===== src/rtl/ps2_key2state.sv =====
// PS/2 set-2 keyboard receiver with key decoder producing a held-key movement state.
// Optional build macro PARITY_CHECK_EN: drop frames whose odd parity check fails.
module ps2_key2state #(
  parameter int FILTER_LEN  = 8,
  parameter int TIMEOUT_CYC = 100000
) (
  input  logic       clk,
  input  logic       rst,
  input  logic       ps2c,
  input  logic       ps2d,
  output logic [3:0] move_state,
  output logic [7:0] out,
  output logic       done
);
  localparam int FW = (FILTER_LEN > 2) ? $clog2(FILTER_LEN) : 1;
  localparam int TW = $clog2(TIMEOUT_CYC + 1);

  logic [1:0]    c_sync, d_sync;
  logic          sc, sd, fc, fall;
  logic [FW-1:0] filt_cnt;
  logic [3:0]    bit_cnt;
  logic [TW-1:0] idle_cnt;
  logic [7:0]    sh;
  logic          par_ok, frame_ok, ext, brk;
  logic [3:0]    km;

  assign sc = c_sync[1];
  assign sd = d_sync[1];

  always_ff @(posedge clk or negedge rst) begin
    if (!rst) begin
      c_sync <= 2'b11;
      d_sync <= 2'b11;
    end else begin
      c_sync <= {c_sync[0], ps2c};
      d_sync <= {d_sync[0], ps2d};
    end
  end

  // Filtered clock only follows the synchronised line after FILTER_LEN differing cycles.
  assign fall = fc && !sc && (filt_cnt == FW'(FILTER_LEN - 1));

  always_ff @(posedge clk or negedge rst) begin
    if (!rst) begin
      fc       <= 1'b1;
      filt_cnt <= '0;
    end else if (sc == fc) begin
      filt_cnt <= '0;
    end else if (filt_cnt == FW'(FILTER_LEN - 1)) begin
      fc       <= sc;
      filt_cnt <= '0;
    end else begin
      filt_cnt <= filt_cnt + 1'b1;
    end
  end

  always_ff @(posedge clk or negedge rst) begin
    if (!rst) begin
      bit_cnt  <= '0;
      idle_cnt <= '0;
      sh       <= '0;
    end else begin
      if (fall || bit_cnt == 4'd0) idle_cnt <= '0;
      else                         idle_cnt <= idle_cnt + 1'b1;
      if (fall) begin
        if (bit_cnt == 4'd0) begin
          if (!sd) bit_cnt <= 4'd1;
        end else if (bit_cnt <= 4'd8) begin
          sh      <= {sd, sh[7:1]};
          bit_cnt <= bit_cnt + 4'd1;
        end else if (bit_cnt == 4'd9) begin
          bit_cnt <= 4'd10;
        end else begin
          bit_cnt <= '0;
        end
      end else if (bit_cnt != 4'd0 && idle_cnt == TW'(TIMEOUT_CYC)) begin
        bit_cnt <= '0;
      end
    end
  end

`ifdef PARITY_CHECK_EN
  logic par;
  always_ff @(posedge clk or negedge rst) begin
    if (!rst)                      par <= 1'b0;
    else if (fall && bit_cnt == 4'd9) par <= sd;
  end
  assign par_ok = ^{sh, par};
`else
  assign par_ok = 1'b1;
`endif

  assign frame_ok = fall && (bit_cnt == 4'd10) && sd && par_ok;

  // {jump key, dir code}; zero means the code drives nothing.
  function automatic logic [3:0] keymap(input logic [7:0] b, input logic e);
    case ({e, b})
      9'h01D, 9'h175: keymap = 4'b0001;
      9'h01C, 9'h16B: keymap = 4'b0010;
      9'h023, 9'h174: keymap = 4'b0011;
      9'h01B, 9'h172: keymap = 4'b0100;
      9'h029:         keymap = 4'b1000;
      default:        keymap = 4'b0000;
    endcase
  endfunction

  assign km = keymap(sh, ext);

  always_ff @(posedge clk or negedge rst) begin
    if (!rst) begin
      out        <= '0;
      done       <= 1'b0;
      move_state <= '0;
      ext        <= 1'b0;
      brk        <= 1'b0;
    end else begin
      done <= frame_ok;
      if (frame_ok) begin
        out <= sh;
        if (sh == 8'hE0) begin
          ext <= 1'b1;
        end else if (sh == 8'hF0) begin
          brk <= 1'b1;
        end else begin
          ext <= 1'b0;
          brk <= 1'b0;
          if (km[3]) begin
            move_state[3] <= ~brk;
          end else if (km[2:0] != 3'b000) begin
            // Releasing a key other than the current direction leaves dir alone.
            if (!brk)                             move_state[2:0] <= km[2:0];
            else if (move_state[2:0] == km[2:0]) move_state[2:0] <= 3'b000;
          end
        end
      end
    end
  end
endmodule


===== config.mk =====
export PLATFORM = sky130hd
export DESIGN_NAME = ps2_key2state
export DESIGN_NICKNAME = d
export VERILOG_FILES = /design/src/rtl/ps2_key2state.sv
export SDC_FILE = /design/constraint.sdc
export NUM_CORES = 1
export LEC_CHECK = 0
export BUFFER_PORTS_ARGS = -buffer_cell sky130_fd_sc_hd__buf_2
export CORE_MARGIN = 3
export CORE_UTILIZATION = 28
export DETAILED_ROUTE_END_ITERATION = 10
export GPL_TIMING_DRIVEN = 0
export SKIP_LAST_GASP = 1
export SYNTH_ARGS = -nofsm -noshare
export SYNTH_HDL_FRONTEND = slang
export SYNTH_SLANG_ARGS = --single-unit

===== constraint.sdc =====
create_clock -name clk -period 2.15 [get_ports clk]
set_input_delay 0.1075 -clock clk [delete_from_list [all_inputs] [get_ports clk]]
set_output_delay 0.1075 -clock clk [all_outputs]
set_load 0.005 [all_outputs]

Word-level counts from Yosys, hierarchy flattened
Cells that the tools add are included.

storage, ports and cells
  register bits after elaboration = 52
  logic and storage cells = 80
  output and inout bits = 13
  input port bits = 4

operators by class
  order comparisons = 1
  multiplexer cells = 15
  bitwise logic cells = 6
  reduce and logical (&&, ||, !) cells = 22
  equality and inequality tests = 20
  add/sub/neg operators = 3

operators by type and width
  kind                                                              count
  9-bit == test (second input constant)                             4
  9-bit by 5-bit == test with 1-bit output (second input constant)  3
  4-bit two-way mux                                                 6
  4-bit one-hot mux with 5 select lines                             1
  9-bit by 6-bit == test with 1-bit output (second input constant)  2
  17-bit by 1-bit adder with 17-bit output (second input constant)  1
  17-bit == test (second input constant)                            1
  17-bit two-way mux                                                1
  8-bit == test (second input constant)                             2
  3-bit two-way mux                                                 4
  4-bit == test (second input constant)                             2
  2-bit AND reduction                                               4
  2-bit OR reduction                                                4
  1-bit inverter                                                    6
  6-bit AND reduction                                               1
  1-bit logical AND                                                 5
  4-bit by 1-bit adder with 4-bit output (second input constant)    1
  4-bit <= comparator (second input constant)                       1
  4-bit logical NOT                                                 1
  4-bit AND reduction                                               1
  4-bit nonzero test                                                1
  3-bit by 1-bit adder with 3-bit output (second input constant)    1
  3-bit == test                                                     1
  3-bit == test (second input constant)                             1
  10 further kinds                                                  12

Depth between registers and ports, before layout
  depth in word-level cells = 6
  gate-level depth with buffers = 9

Worst setup path before layout
OpenSTA, ideal clock, no wires.

  path type = register to register
  start point = register ext
  end point = register move_state[0]
  required time = 2.010 ns
  data arrival time = 1.814 ns
  setup slack = 0.196 ns
  buffers on the path = 0
  stages on the path, launching flop included = 7
  setup time = 0.140 ns
  clock period less this slack = 1.954 ns
  cell sequence = dfrtp_1 > nor4b_2 > mux2i_1 > nor4_4 > xor2_1 > nor4b_2 > a31oi_1

on the way
  word-level cells in the longest chain between the ends = 6
  elaborated cells on any way between the ends = 20

RTL lines
  what                                                                    RTL line  RTL
  from (decl)                                                             24        logic par_ok, frame_ok, ext, brk;
  from (signal assigned)                                                  114       ext <= 1'b0;
  from (signal assigned)                                                  121       ext <= 1'b1;
  from (signal assigned)                                                  125       ext <= 1'b0;
  9-bit by 5-bit == test with 1-bit output, or another cell as far along  97        case ({e, b})
  2-bit OR reduction                                                      97
  4-bit one-hot mux with 5 select lines (*)                               97
  3-bit == test                                                           132       else if (move_state[2:0] == km[2:0]) move_state[2:0] <= 3'b000;
  2-bit by 1-bit inequality test with 1-bit output (no line)              -
  6-bit AND reduction (no line)                                           -
  to (signal assigned)                                                    131       if (!brk) move_state[2:0] <= km[2:0];
  to (decl)                                                               11        output logic [3:0] move_state,

Every way passes the cells marked *; elsewhere a longest branch is shown, timed or not.
A chain may end at the register's enable or synchronous reset.

Worst setup path after layout
  start point = register sh[6]
  end point = register move_state[0]

on the way
  word-level cells in the longest chain between the ends = 6
  elaborated cells on any way between the ends = 24

RTL lines
  what                                                                    RTL line  RTL
  from (decl)                                                             23        logic [7:0] sh;
  from (signal assigned)                                                  69        sh <= {sd, sh[7:1]};
  9-bit by 5-bit == test with 1-bit output, or another cell as far along  97
  2-bit OR reduction                                                      97
  4-bit one-hot mux with 5 select lines                                   97
  3-bit == test                                                           132
  2-bit by 1-bit inequality test with 1-bit output (no line)              -
  6-bit AND reduction (no line)                                           -

Several ways; a longest one is shown, not always the timed one.

==> impl_metrics.py <==
metrics = {
    "power": {
        "comb_power_share": 0.037,
        "netSwitchingPower_uw": 376,
        "peakVddDrop_uv": 323,
        "power.total_mw": 1.79,
        "intPower_mw": 1.42,
        "p_leak_nw": 1.34,
        "seq_power_share": 0.569,
        "swShare": 0.210,
        "power_density_nw_per_um2": 593,
        "p_clk_frac": 0.394,
    },
    "die": {
        "start_util": 0.292,
        "die_area_um2": 10400,
        "rows": 34,
        "io_pins": 17,
        "core_region_area_um2": 8850,
        "die_x_um": 102,
        "die_h_um": 102,
    },
    "synthesis": {
        "synthTopCellsByCount": "47 x dfrtp_1, 29 x nor2_1, 17 x nand2_1",
        "syn_area_um2": 2590,
        "synth_top_area_cell": "dfrtp_1",
        "postSynthCellCount": 234,
        "ys_ff_latch": 52,
        "synth_top_family_by_area": "simple AND/OR/NAND/NOR gates",
        "synth_compound_area_frac": 0.0856,
        "synthAdderAreaFrac": 0.0435,
        "synthArstFlopShare": 1.00,
        "yosys-mux-area-fraction": 0.0692,
        "synth-simple-area-share": 0.222,
        "avgSynthCellArea_um2": 11.1,
        "synth_cell_types": 52,
        "synth_edf_count": 0,
        "ys_top_cells_by_area": "dfrtp_1 45%, mux2_2 6.5%, dfstp_2 5.1%",
        "yosysWarningCount": 0,
        "yosysTopAreaCellShare": 0.455,
        "yosysSeqAreaShare": 0.506,
        "synth_most_common_cell": "dfrtp_1",
        "synth_xor_area_frac": 0.0508,
        "synth_flop_cell": "dfrtp_1",
        "synth_nets": 247,
    },
    "grt": {
        "grt_max_degree": 53,
        "grt_pass1_vias": 1643,
        "grt_pass1_wl_um": 8050,
        "gr-total-overflow": 0,
        "antenna_found_initial": 0,
        "track_usage": 0.0954,
    },
    "drt": {
        "dr_total_vias": 1806,
        "drc": 0,
        "wirelength_um": 4670,
        "post_drt_via_cell_ratio": 4.84,
        "drt_first_pass_iters": 4,
        "ant_nets": 0,
        "drtIter0Drc": 92,
        "wl_per_cell_um": 12.5,
    },
    "clock_network": {
        "clk_pin_slew_worst_paths_ns": 0.10,
        "clk_path_buf_depth": 2,
        "clkSinkCount": 52,
        "htreeDepth": 2,
        "cts_tree": "done",
        "clockRootBuffer": "clkbuf_8",
        "clk-insertion-delay-late_ns": 0.31,
        "numCtsBuffers": 5,
    },
    "worst_setup_path": {
        "path_buf_inv": 0,
        "crit_cells": 6,
        "slowest_delay_ns": 0.48,
        "reg2regPathDepth": 6,
        "crit_type": "reg2reg",
        "endpoint_kind": "flop",
        "critPathTopFamily": "simple AND/OR/NAND/NOR gates",
        "worstPathCellList": "nor4b_4, mux2i_2, nor4_4, xor2_1, nor4b_2, a31oi_1",
        "worstPathRequired_ns": 2.33,
        "critPathLaunchType": "flop",
        "slowest_stage": "dfrtp_2",
        "crit_path_max_fanout": 7,
        "crit_arrival_ns": 2.26,
    },
    "layout": {
        "stdcell_area_um2": 3020,
        "fillCellCount": 902,
        "antenna_cells": 0,
        "drive_gt1_frac": 0.272,
        "area_growth_syn_to_layout_pct": 16.7,
        "stdcell_count": 373,
        "layout.nets": 277,
    },
    "sta": {
        "worst_pin_slew_ns": 1.14,
        "hold_viol": 0,
        "slew_violations": 0,
        "hold_ws_ns": 0.0104,
        "grt_setup_unrepaired": "true",
        "min_period_ns": 2.08,
        "setup_viol": 0,
        "period_share": 0.969,
        "max_slew_margin": 0.238,
        "max_freq_mhz": 480,
        "skew_ns": 0.0116,
        "setup-tns-final_ns": 0,
    },
    "job": {
        "drv_cap": 0,
    },
    "placed_design": {
        "dpl_cell_area_um2": 2800,
        "io_buffers": 16,
        "place_inst": 358,
        "place_congestion": 0.812,
        "hpwlAfterDp_um": 3250,
    },
    "outcome": {
        "status": "completed",
    },
    "hold_path": {
        "hold_path.class": "in2async",
    },
}
final timing paths:
path | from | end | slack, ns
worst max-delay path | sh[6] | move_state[0] | 0.07
worst min-delay path | rst | idle_cnt[4] | 0.01
worst max register to register | sh[6] | move_state[0] | 0.07
worst min register to register | c_sync[0] | c_sync[1] | 0.36
max in group asynchronous | rst | sh[6] | 1.35
min in group clk | c_sync[0] | c_sync[1] | 0.36
flip-flops by register name (all words and copies together), names as in the netlist:
register    cells
move_state      4
c_sync          2
fc              1
done            1
brk             1
bit_cnt         4
out             8
idle_cnt       17
filt_cnt        3
d_sync          2
sh              8
ext             1
what timing repair did:
item / CTS / global route
endpoints found under the hold margin: 2 / 0
pin swaps: 0 / 6
gates resized for setup: 3 / 10
hold buffers: 2 / 0
setup buffers: 0 / 5
endpoints found under the setup margin: 10 / 22
cell type report:
type,count,area (µm²),area share
clock buffers,6,82.6,0.0274
multi-input cells,168,1250,0.413
flip-flops and latches,52,1310,0.434
repair buffers,23,138,0.0456
inverters,10,37.5,0.0124
well taps,108,135,0.0448
plain buffers,4,28.8,0.00954
clock inverters,2,38.8,0.0129
layer usage:
| layer | global-route usage | share of wire | vias to the layer above |
|---|---|---|---|
| met5 | 0 | 0 | - |
| met1 | 0.138 | 0.51 | 884 |
| li1 | - | - | 893 |
| met3 | 0.0218 | 0.032 | 2 |
| met2 | 0.143 | 0.45 | 27 |
| met4 | 0.0272 | 0.0036 | 0 |
layout by cell type, fill, tap and decap left out, drive strengths merged, types with 6 or more instances in the layout:
master,netlist,routed
dfrtp,47,47
nor2,29,29
buf,3,24
nand2,18,18
mux2,15,15
inv,10,10
xor2,10,10
o21ai,10,10
ha,9,9
nand4,7,7
a21oi,7,7
clkbuf,1,7
nor3,6,6
power groups by stage:
stage / combinational, mW / sequential (mW) / clock [mW]
global route: 0.0814 / 1.02 / 0.772
floorplan: 0.0360 / 1.04 / 0
detailed placement: 0.0658 / 1.04 / 0
finish: 0.0662 / 1.02 / 0.706
CTS: 0.0687 / 1.02 / 0.730
global placement: 0.0631 / 1.04 / 0
cell families after synthesis:
logic type / Yosys count
AOI/OAI and AO/OA: 32
xor gates and xnor gates: 15
adders and majority gates: 9
buffers and inverters: 14
DFF: 52
muxes: 16
and+or+nand+nor: 96
metrics by stage:
step	setup slack, ns	utilization
2_1_floorplan	0.196	-
3_3_place_gp	-0.0364	0.317
3_5_place_dp	-0.113	0.317
4_1_cts	0.00221	0.335
5_1_grt	-0.0926	0.341
6_report	0.0675	0.341
(Power assumes the default switching activity.)
